**config.mk**
```make
export PLATFORM = sky130hd
export DESIGN_NAME = seg7_rx_decoder
export DESIGN_NICKNAME = d
export VERILOG_FILES = /design/src/rtl/seg7_rx_decoder.sv
export SDC_FILE = /design/constraint.sdc
export NUM_CORES = 1
export LEC_CHECK = 0
export ABC_AREA = 1
export CORE_MARGIN = 2
export CORE_UTILIZATION = 45
export DETAILED_ROUTE_END_ITERATION = 10
export GPL_TIMING_DRIVEN = 0
export PLACE_DENSITY = 0.62
export SLEW_MARGIN = 10
export SYNTH_ARGS = -nofsm -noshare
export SYNTH_HDL_FRONTEND = slang
export SYNTH_SLANG_ARGS = --single-unit
```
**constraint.sdc**
```tcl
create_clock -name clk -period 3.2 [get_ports clk]
set_input_delay 0.32 -clock clk [delete_from_list [all_inputs] [get_ports clk]]
set_output_delay 0.32 -clock clk [all_outputs]
set_load 0.02 [all_outputs]
```
**src/rtl/seg7_rx_decoder.sv**
```systemverilog
// Receive-side 7-segment bus decoder: synchronise, glitch-filter, decode to hex, check roulette order.
// Optional stop detection is enabled with `define SEG7_RX_STOP_DETECT_EN.
module seg7_rx_decoder #(
    parameter int unsigned DIV_BITS   = 15,
    parameter int unsigned STABLE_CNT = 3,
    parameter int unsigned STOP_BITS  = 10
) (
    input  logic       clk,
    input  logic       rst_n,
    input  logic [7:0] seg_in_n,
    output logic [3:0] digit,
    output logic       digit_valid,
    output logic       blank,
    output logic       invalid,
    output logic       dp,
    output logic       new_pulse,
    output logic [7:0] seq_err_cnt,
    output logic       stopped
);

    localparam int unsigned STAB_W = 4;
    localparam logic [0:0] IDLE  = 1'b0;
    localparam logic [0:0] TRACK = 1'b1;

    if (STABLE_CNT < 1 || STABLE_CNT > 15 || STOP_BITS < 1) begin : g_bad_params
        $error("seg7_rx_decoder: STABLE_CNT must be 1..15 and STOP_BITS at least 1");
    end

    logic [7:0]          sync1, sync2;
    logic [DIV_BITS-1:0] div;
    logic                tick;
    logic [7:0]          cand, cand_nx, acc, glyph;
    logic [STAB_W-1:0]   stab, stab_nx;
    logic                accept;
    logic [3:0]          dec_digit;
    logic                dec_valid, dec_blank, dec_invalid;
    logic [0:0]          state, state_nx;
    logic [3:0]          prev, prev_nx, succ;
    logic                err_inc;

    // Two-flop synchroniser; idle bus (all segments off) is the reset value
    always_ff @(posedge clk or negedge rst_n) begin
        if (!rst_n) begin
            sync1 <= 8'hFF;
            sync2 <= 8'hFF;
        end else begin
            sync1 <= seg_in_n;
            sync2 <= sync1;
        end
    end

    always_ff @(posedge clk or negedge rst_n) begin
        if (!rst_n) div <= '0;
        else        div <= div + DIV_BITS'(1);
    end

    assign tick = &div;

    // Stability filter; a new pattern is accepted when its run reaches STABLE_CNT ticks
    always_comb begin
        cand_nx = cand;
        stab_nx = stab;
        if (tick) begin
            if (sync2 != cand) begin
                cand_nx = sync2;
                stab_nx = STAB_W'(1);
            end else if (stab < STAB_W'(STABLE_CNT)) begin
                stab_nx = stab + STAB_W'(1);
            end
        end
    end

    assign accept = tick && (stab_nx == STAB_W'(STABLE_CNT)) && (cand_nx != acc);

    // Glyph match ignores the dp bit by forcing it to the off level
    assign glyph = {cand_nx[7:1], 1'b1};

    always_comb begin
        dec_digit   = 4'd0;
        dec_valid   = 1'b1;
        dec_blank   = 1'b0;
        dec_invalid = 1'b0;
        case (glyph)
            8'h03: dec_digit = 4'h0;
            8'h9F: dec_digit = 4'h1;
            8'h25: dec_digit = 4'h2;
            8'h0D: dec_digit = 4'h3;
            8'h99: dec_digit = 4'h4;
            8'h49: dec_digit = 4'h5;
            8'h41: dec_digit = 4'h6;
            8'h1F: dec_digit = 4'h7;
            8'h01: dec_digit = 4'h8;
            8'h09: dec_digit = 4'h9;
            8'h11: dec_digit = 4'hA;
            8'hC1: dec_digit = 4'hB;
            8'hE5: dec_digit = 4'hC;
            8'h85: dec_digit = 4'hD;
            8'h61: dec_digit = 4'hE;
            8'h71: dec_digit = 4'hF;
            8'hFF: begin
                dec_valid = 1'b0;
                dec_blank = 1'b1;
            end
            default: begin
                dec_valid   = 1'b0;
                dec_invalid = 1'b1;
            end
        endcase
    end

    // Decoded outputs are captured together with acc so they always reflect it
    always_ff @(posedge clk or negedge rst_n) begin
        if (!rst_n) begin
            cand        <= 8'hFF;
            acc         <= 8'hFF;
            stab        <= '0;
            new_pulse   <= 1'b0;
            digit       <= 4'd0;
            digit_valid <= 1'b0;
            blank       <= 1'b1;
            invalid     <= 1'b0;
            dp          <= 1'b0;
        end else begin
            cand      <= cand_nx;
            stab      <= stab_nx;
            new_pulse <= accept;
            if (accept) begin
                acc         <= cand_nx;
                digit       <= dec_digit;
                digit_valid <= dec_valid;
                blank       <= dec_blank;
                invalid     <= dec_invalid;
                dp          <= ~cand_nx[0];
            end
        end
    end

    assign succ = (prev == 4'd9) ? 4'd0 : prev + 4'd1;

    // Sequence checker, advanced only in the new_pulse cycle
    always_comb begin
        state_nx = state;
        prev_nx  = prev;
        err_inc  = 1'b0;
        if (new_pulse) begin
            if (blank) begin
                state_nx = IDLE;
            end else begin
                case (state)
                    IDLE: begin
                        if (digit_valid && digit <= 4'd9) begin
                            state_nx = TRACK;
                            prev_nx  = digit;
                        end
                    end
                    default: begin
                        if (digit_valid && digit <= 4'd9) begin
                            err_inc = (digit != succ);
                            prev_nx = digit;
                        end else begin
                            err_inc = 1'b1;
                        end
                    end
                endcase
            end
        end
    end

    always_ff @(posedge clk or negedge rst_n) begin
        if (!rst_n) begin
            state       <= IDLE;
            prev        <= 4'd0;
            seq_err_cnt <= 8'd0;
        end else begin
            state <= state_nx;
            prev  <= prev_nx;
            if (err_inc && seq_err_cnt != 8'hFF) seq_err_cnt <= seq_err_cnt + 8'd1;
        end
    end

`ifdef SEG7_RX_STOP_DETECT_EN
    logic [STOP_BITS-1:0] stop_cnt, stop_cnt_nx;

    // Counts ticks of an unchanged tracked digit; cleared already at acceptance
    always_comb begin
        stop_cnt_nx = stop_cnt;
        if (state == IDLE || accept || new_pulse) stop_cnt_nx = '0;
        else if (tick && !(&stop_cnt))            stop_cnt_nx = stop_cnt + STOP_BITS'(1);
    end

    always_ff @(posedge clk or negedge rst_n) begin
        if (!rst_n) begin
            stop_cnt <= '0;
            stopped  <= 1'b0;
        end else begin
            stop_cnt <= stop_cnt_nx;
            stopped  <= &stop_cnt_nx;
        end
    end
`else
    assign stopped = 1'b0;
`endif

endmodule

```
==> results.yml, run 1 <==
pwr:
  comb_power_share_pct: 2.3
  irDropWorstVdd_mv: 0.2537
  share_clk_of_total_power_pct: 45.3
  pwr_density_cell_nw_per_um2: 407.8
  p_sw_mw: 0.3895
  power.static_leakage_nw: 2.164
  internal_power_mw: 1.420
  p_seq_share_pct: 52.3
  net_sw_share_pct: 21.53
worst_setup_path:
  timing.critical_path.cells: "ha_1 -> nand2_1 -> nor2_2 -> nand2_4 -> inv_2 -> nand2_2 -> buf_6 -> nand2_1 -> nand2_1 -> nand2_1 -> nand2_1 -> nand2_1 -> nor2_2 -> nand2_4 -> nand2_8 -> buf_6 -> nand2_1 -> o21ai_1"
  worstSetupPathType: "reg2reg"
  crit_path_top_delay_cell: "dfrtp_1"
  path_delay_family: "simple AND/OR/NAND/NOR gates"
  r2r_slack_ns: 0.79
  timing.critical_path.slowest_cell_delay_ns: 0.40
  worst_setup_path_start_kind: "flop"
  r2r_cells: 18
  end_kind: "flop"
  crit_fanout: 10
  critPathRequiredTime_ns: 3.48
  worstReg2RegEnd: "acc[1]"
  timing.rr.start: "div[0]"
  worst-endpoint-arrival_ns: 2.69
  cpMostUsedCell: "nand2_1"
  critical_path_buf_inv_count: 3
worst_hold_path:
  hold-path-cell-count: 0
  holdPathEnd: "sync2[6]"
  min_path_type: "reg2reg"
  holdCritStartpoint: "sync1[6]"
synth:
  synthMuxAreaShare_pct: 0
  netlist-cell-type-count: 33
  syn-instance-count: 455
  yosysTopAreaCellShare_pct: 26.43
  syn-cell-area_um2: 3787
  synth_nets: 468
  yosys-top-cells-area: "dfrtp_1, dfstp_2, nand2_1"
  synth.avg_cell_area_um2: 8.324
  synth.top_cells.by_count: "nand2_1, inv_1, nor2_1"
  yosysSeqAreaShare_pct: 49.32
  synth-compound-area-share_pct: 4.493
  synth_xor_area_share_pct: 6.475
  yosysTopAreaCell: "dfrtp_1"
  synthAdderAreaFrac_pct: 0.9911
  synth_top_family_by_area: "simple AND/OR/NAND/NOR gates"
  synthFlopType: "dfrtp_1"
  synth.most_common_cell: "nand2_1"
  asyncSetResetFlopFracSynth_pct: 100.0
  yosysWarnings: 0
  yosys.area_share.simple_pct: 31.48
  synth-seq-cells: 73
  number_of_synthesized_flops_with_an_enable_pin: 0
place:
  postPlaceCellArea_um2: 4197
  placement.io_buffers: 26
  dp.final_hpwl_mm: 5.368
  gp_congestion: 0.8552
timing:
  worst_pin_slew_ns: 0.8379
  final.setup.tns_ns: 0
  fmax_ghz: 0.4153
  finalSetupViolations: 0
  finalHoldViolations: 0
  rsz_0062_raised_after_global_routing: "false"
  maxSlewHeadroom_pct: 43.71
  slew_violations: 0
  fin_skew_ns: 0.01206
  period_needed_ns: 2.408
  worst_hold_slack_ns: 0.3497
  layout_worst_path_cycle_share_pct: 75.25
run_status:
  result_of_the_run: "finished clean"
final_layout:
  finish.net_count: 507
  postLayoutCellArea_um2: 4438
  proportion_of_layout_cells_with_a_drive_suffix_above_1_pct: 18.04
  syn_to_final_growth_pct: 17.18
  final.fill_count: 748
  number_of_inserted_diodes: 0
floorplanning:
  dieArea_um2: 9166
  num_io_pins: 28
  design.core.area_um2: 8175
  floorplan.initialDensity_pct: 46.33
  die_height_um: 95.74
  chipWidth_um: 95.74
  placementRows: 33
clocking:
  tritoncts: "built"
  post_cts_resized: 0
  clockBufferDepth: 2
  deepest_level_of_the_cts_h_tree: 3
  worst_setup_hold_path_clk_slew_ns: 0.09
  clock_latency_ns: 0.35
  root_buffer: "clkbuf_8"
  cts_bufs_inserted: 9
  tritoncts_num_sinks: 73
global_route:
  antenna_violations_before_repair: 0
  grt_start_max_net_pins: 41
  grt_overflow_total: 0
  grt_pass1_vias: 2721
  grt_first_pass_wirelength_mm: 12.99
  track_usage_pct: 18.47
routing:
  drc_errors: 0
  avgRoutedWirePerCell_um: 12.07
  routed_wl_mm: 7.292
  final_antenna_net_count: 0
  detailedRoute.firstPassIterationCount: 4
  dr.first_iter.drc_count: 153
  routed_via_density: 4.757
  vias_after_detailed_routing: 2873
flow_run:
  max_cap_violations: 0
worst reg2reg max path, delay by kind of cell (launching register included):
family,cells,cell delay [ns]
buffers and inverters,3,0.39
adders and majority gates,1,0.24
and+or+nand+nor,13,1.23
DFF,1,0.40
AOI/OAI and AO/OA,1,0.07
layout by cell type, fill, tap and decap left out, types with 6 or more instances in the layout:
cell,synthesis,layout
clkbuf_8,0,9
clkdlybuf4s50_1,0,25
dfrtp_1,40,40
dfstp_2,33,33
inv_1,53,53
nand2_1,138,138
nand2_2,12,12
nand2_4,8,8
nand3_1,27,27
nand4_1,6,6
nor2_1,44,44
nor2_2,7,7
o21ai_0,14,14
o21ai_1,11,11
xnor2_1,16,16
xor2_1,12,12
flip-flops by register name, indices dropped and copies added, names as in the netlist:
register	flops
acc	8
blank	1
cand	8
digit	4
digit_valid	1
div	15
dp	1
invalid	1
new_pulse	1
prev	4
seq_err_cnt	8
stab	4
state	1
sync1	8
sync2	8
worst max path at each step:
| stage | from | endpoint | slack (ns) | cells past startpoint |
|---|---|---|---|---|
| after detailed placement | div[0] | acc[1] | 0.81 | 18 |
| final | div[0] | acc[1] | 0.79 | 18 |
| after global placement | rst_n | seq_err_cnt[0] | -0.66 | 1 |
| after global routing | div[0] | digit_valid | 0.53 | 18 |
| after floorplan | div[0] | digit_valid | 1.20 | 17 |
| after CTS | div[0] | acc[1] | 0.77 | 18 |
kinds of logic (layout without fill, tap and decap cells):
| kind of cell | after synthesis | after routing |
|---|---|---|
| xor gates and xnor gates | 28 | 28 |
| and+or+nand+nor | 257 | 257 |
| other | 1 | 1 |
| AOI/OAI and AO/OA | 31 | 31 |
| adders and majority gates | 3 | 3 |
| DFF | 73 | 73 |
| buffers and inverters | 62 | 106 |
power groups by stage:
stage / combinational, mW / clock, mW / sequential (mW)
2_1_floorplan: 0.00924 / 0 / 0.963
3_3_place_gp: 0.0394 / 0 / 0.963
3_5_place_dp: 0.0427 / 0 / 0.964
4_1_cts: 0.0439 / 0.848 / 0.947
5_1_grt: 0.0487 / 0.892 / 0.949
6_report: 0.0417 / 0.821 / 0.947
routing by layer:
| layer | GRT usage [%] | wire (um) | vias up |
|---|---|---|---|
| li1 | - | - | 1489 |
| met1 | 25.51 | 3558 | 1338 |
| met2 | 28.85 | 3429 | 37 |
| met3 | 4.699 | 208 | 9 |
| met4 | 5.357 | 95 | 0 |
| met5 | 0 | 0 | - |
stage by stage:
step	setup WS, ns	cells	utilization [%]	total power [mW]
after floorplan	1.196	455	-	0.9720
after global placement	-0.6640	586	51.12	1.003
after detailed placement	0.8082	587	51.33	1.007
after CTS	0.7683	604	54.29	1.840
after global routing	0.5254	604	54.29	1.889
final	0.7920	604	54.29	1.810
timing repair:
item | in CTS | in global routing
buffers inserted | 0 | 0
hold endpoints to repair | 31 | 0
hold buffers | 1 | 0
layout make-up:
type	instances	area, um2	area share [%]
Sequential cell	73	1868	42.09
Timing Repair Buffer	28	287.8	6.484
Clock inverter	4	53.80	1.212
Tap cell	105	131.4	2.960
Multi-Input combinational cell	320	1649	37.16
Inverter	57	214.0	4.821
Buffer	5	56.30	1.269
Clock buffer	12	177.7	4.003
Note: power is estimated with default switching activity, not from simulation.
==> run 2, diff against run 1 <==
==> constraint.sdc (replaced) <==
create_clock -name clk -period 2.3 [get_ports clk]
set_input_delay 0.23 -clock clk [delete_from_list [all_inputs] [get_ports clk]]
set_output_delay 0.23 -clock clk [all_outputs]
set_load 0.02 [all_outputs]
==> run 2 against run 1 <==
Against the previous run:
- global-route usage grew 0.54 points
- critical path depth shrank 2
- sequential power grew 39%
- critical path type unchanged
- largest power group unchanged
==> results.yml, run 2 (synthesized netlist as in run 1, its figures left out) <==
run_status:
  result_of_the_run: "finished clean"
place:
  place_ws_ns: -0.09182
  placement.io_buffers: 26
  dp.final_hpwl_mm: 5.368
  gp_congestion: 0.8552
routing:
  detailedRoute.firstPassIterationCount: 4
  routed_wl_mm: 7.965
  avgRoutedWirePerCell_um: 12.76
  vias_after_detailed_routing: 2977
  final_antenna_net_count: 0
  drc_errors: 0
  dr.first_iter.drc_count: 151
  routed_via_density: 4.771
timing:
  final.setup.worst_slack_ns: 0.03791
  worst_hold_slack_ns: 0.2778
  fin_skew_ns: 0.01518
  worst_pin_slew_ns: 0.8430
  maxSlewHeadroom_pct: 43.37
  fmax_ghz: 0.4421
  layout_worst_path_cycle_share_pct: 98.35
  slew_violations: 0
  finalHoldViolations: 0
  period_needed_ns: 2.262
  finalSetupViolations: 0
  rsz_0062_raised_after_global_routing: "true"
final_layout:
  syn_to_final_growth_pct: 29.04
  layout.cells.most_common_list: "nand2_1, inv_1, dfrtp_1, nor2_1, dfstp_2"
  largest_register_ffs: 15
  number_of_inserted_diodes: 0
  final_util_pct: 59.78
  layout_commonest_cell: "nand2_1"
  largest-register: "div"
  proportion_of_layout_cells_with_a_drive_suffix_above_1_pct: 29.67
  finish.net_count: 527
floorplanning:
  floorplan.initialDensity_pct: 46.33
  chipWidth_um: 95.74
  dieArea_um2: 9166
  design.core.area_um2: 8175
  die_height_um: 95.74
  num_io_pins: 28
  placementRows: 33
flow_run:
  max_cap_violations: 0
worst_hold_path:
  min_path_type: "in2reg"
clocking:
  deepest_level_of_the_cts_h_tree: 3
  worst_setup_hold_path_clk_slew_ns: 0.09
  tritoncts: "built"
  tritoncts_num_sinks: 73
  clockBufferDepth: 2
  cts_bufs_inserted: 9
  root_buffer: "clkbuf_8"
  clock_latency_ns: 0.35
worst_setup_path:
  worst_setup_path_start_kind: "flop"
  end_kind: "flop"
  worstSetupPathType: "reg2reg"
  worst-endpoint-arrival_ns: 2.54
  critPathRequiredTime_ns: 2.58
  crit_fanout: 8
pwr:
  power.static_leakage_nw: 2.376
  pwr_density_cell_nw_per_um2: 516.3
  irDropWorstVdd_mv: 0.3534
  report.power.total_mw: 2.523
global_route:
  grt_pass1_vias: 2805
  track_usage_pct: 19.01
  grt_start_max_net_pins: 41
  antenna_violations_before_repair: 0
  grt_overflow_total: 0
  grt_first_pass_wirelength_mm: 13.34
==> run 2: cell count changes in the layout (fill, tap and decap cells not counted), sizes merged <==
cell and delta:
clkbuf +2, buf +18
==> run 2: worst paths after layout <==
kind | startpoint | to | slack [ns] | depth (start not counted)
max | div[0] | acc[6] | 0.04 | 16
min | seg_in_n[7] | sync1[7] | 0.28 | 1
max reg2reg | div[0] | acc[6] | 0.04 | 16
min reg2reg | sync1[6] | sync2[6] | 0.35 | 0
max in group asynchronous | rst_n | acc[3] | 1.32 | 3
min in group asynchronous | rst_n | div[7] | 0.35 | 2
==> run 2: worst max-delay path: stages (launching register included) <==
cell and delay, ns:
dfrtp_1 0.37, ha_2 0.19, nand2_2 0.06, nor2_4 0.10, nand2_4 0.09, nor2_8 0.22
nand2_1 0.12, nand2_4 0.14, inv_2 0.08, nand2_1 0.07, nand3_2 0.09, nor2_4 0.16
nand2_4 0.09, nand2_8 0.12, clkbuf_16 0.17, nand2_2 0.04, o21ai_1 0.06
==> run 2: cell type report <==
class / instances / area [um2]
Inverter: 57 / 214.0
Clock inverter: 4 / 53.80
Tap cell: 105 / 131.4
Sequential cell: 73 / 1868
Buffer: 5 / 63.81
Multi-Input combinational cell: 320 / 1878
Clock buffer: 12 / 177.7
Timing Repair Buffer: 48 / 500.5
Fill cell: 693 / 3288
==> run 2: repair_timing <==
action	CTS	global route
gates cloned	2	2
hold buffers	1	0
buffers inserted	6	10
pin swaps	6	23
resized for setup	14	59
endpoints found under the hold margin	31	0
setup endpoints to repair	16	16
==> run 2: metal layers <==
metal	up-vias	share of wire, %	track usage [%]
li1	1524	-	-
met1	1410	47	26.16
met2	37	49	29.72
met3	6	3.0	4.699
met4	0	0.85	5.833
met5	-	0	0
==> run 2: where the power goes <==
part	switching, mW	internal [mW]	total [mW]
clock	0.504	0.642	1.15
combinational	0.0353	0.0238	0.0591
sequential	0.00792	1.31	1.32
==> run 2: per-stage QoR <==
step	setup TNS [ns]	instances	cell area, um2
after floorplan	0	455	3787
after global placement	-80.59	586	4179
after detailed placement	-1.016	587	4197
after CTS	0	612	4567
after global routing	-1.351	624	4887
final	0	624	4887
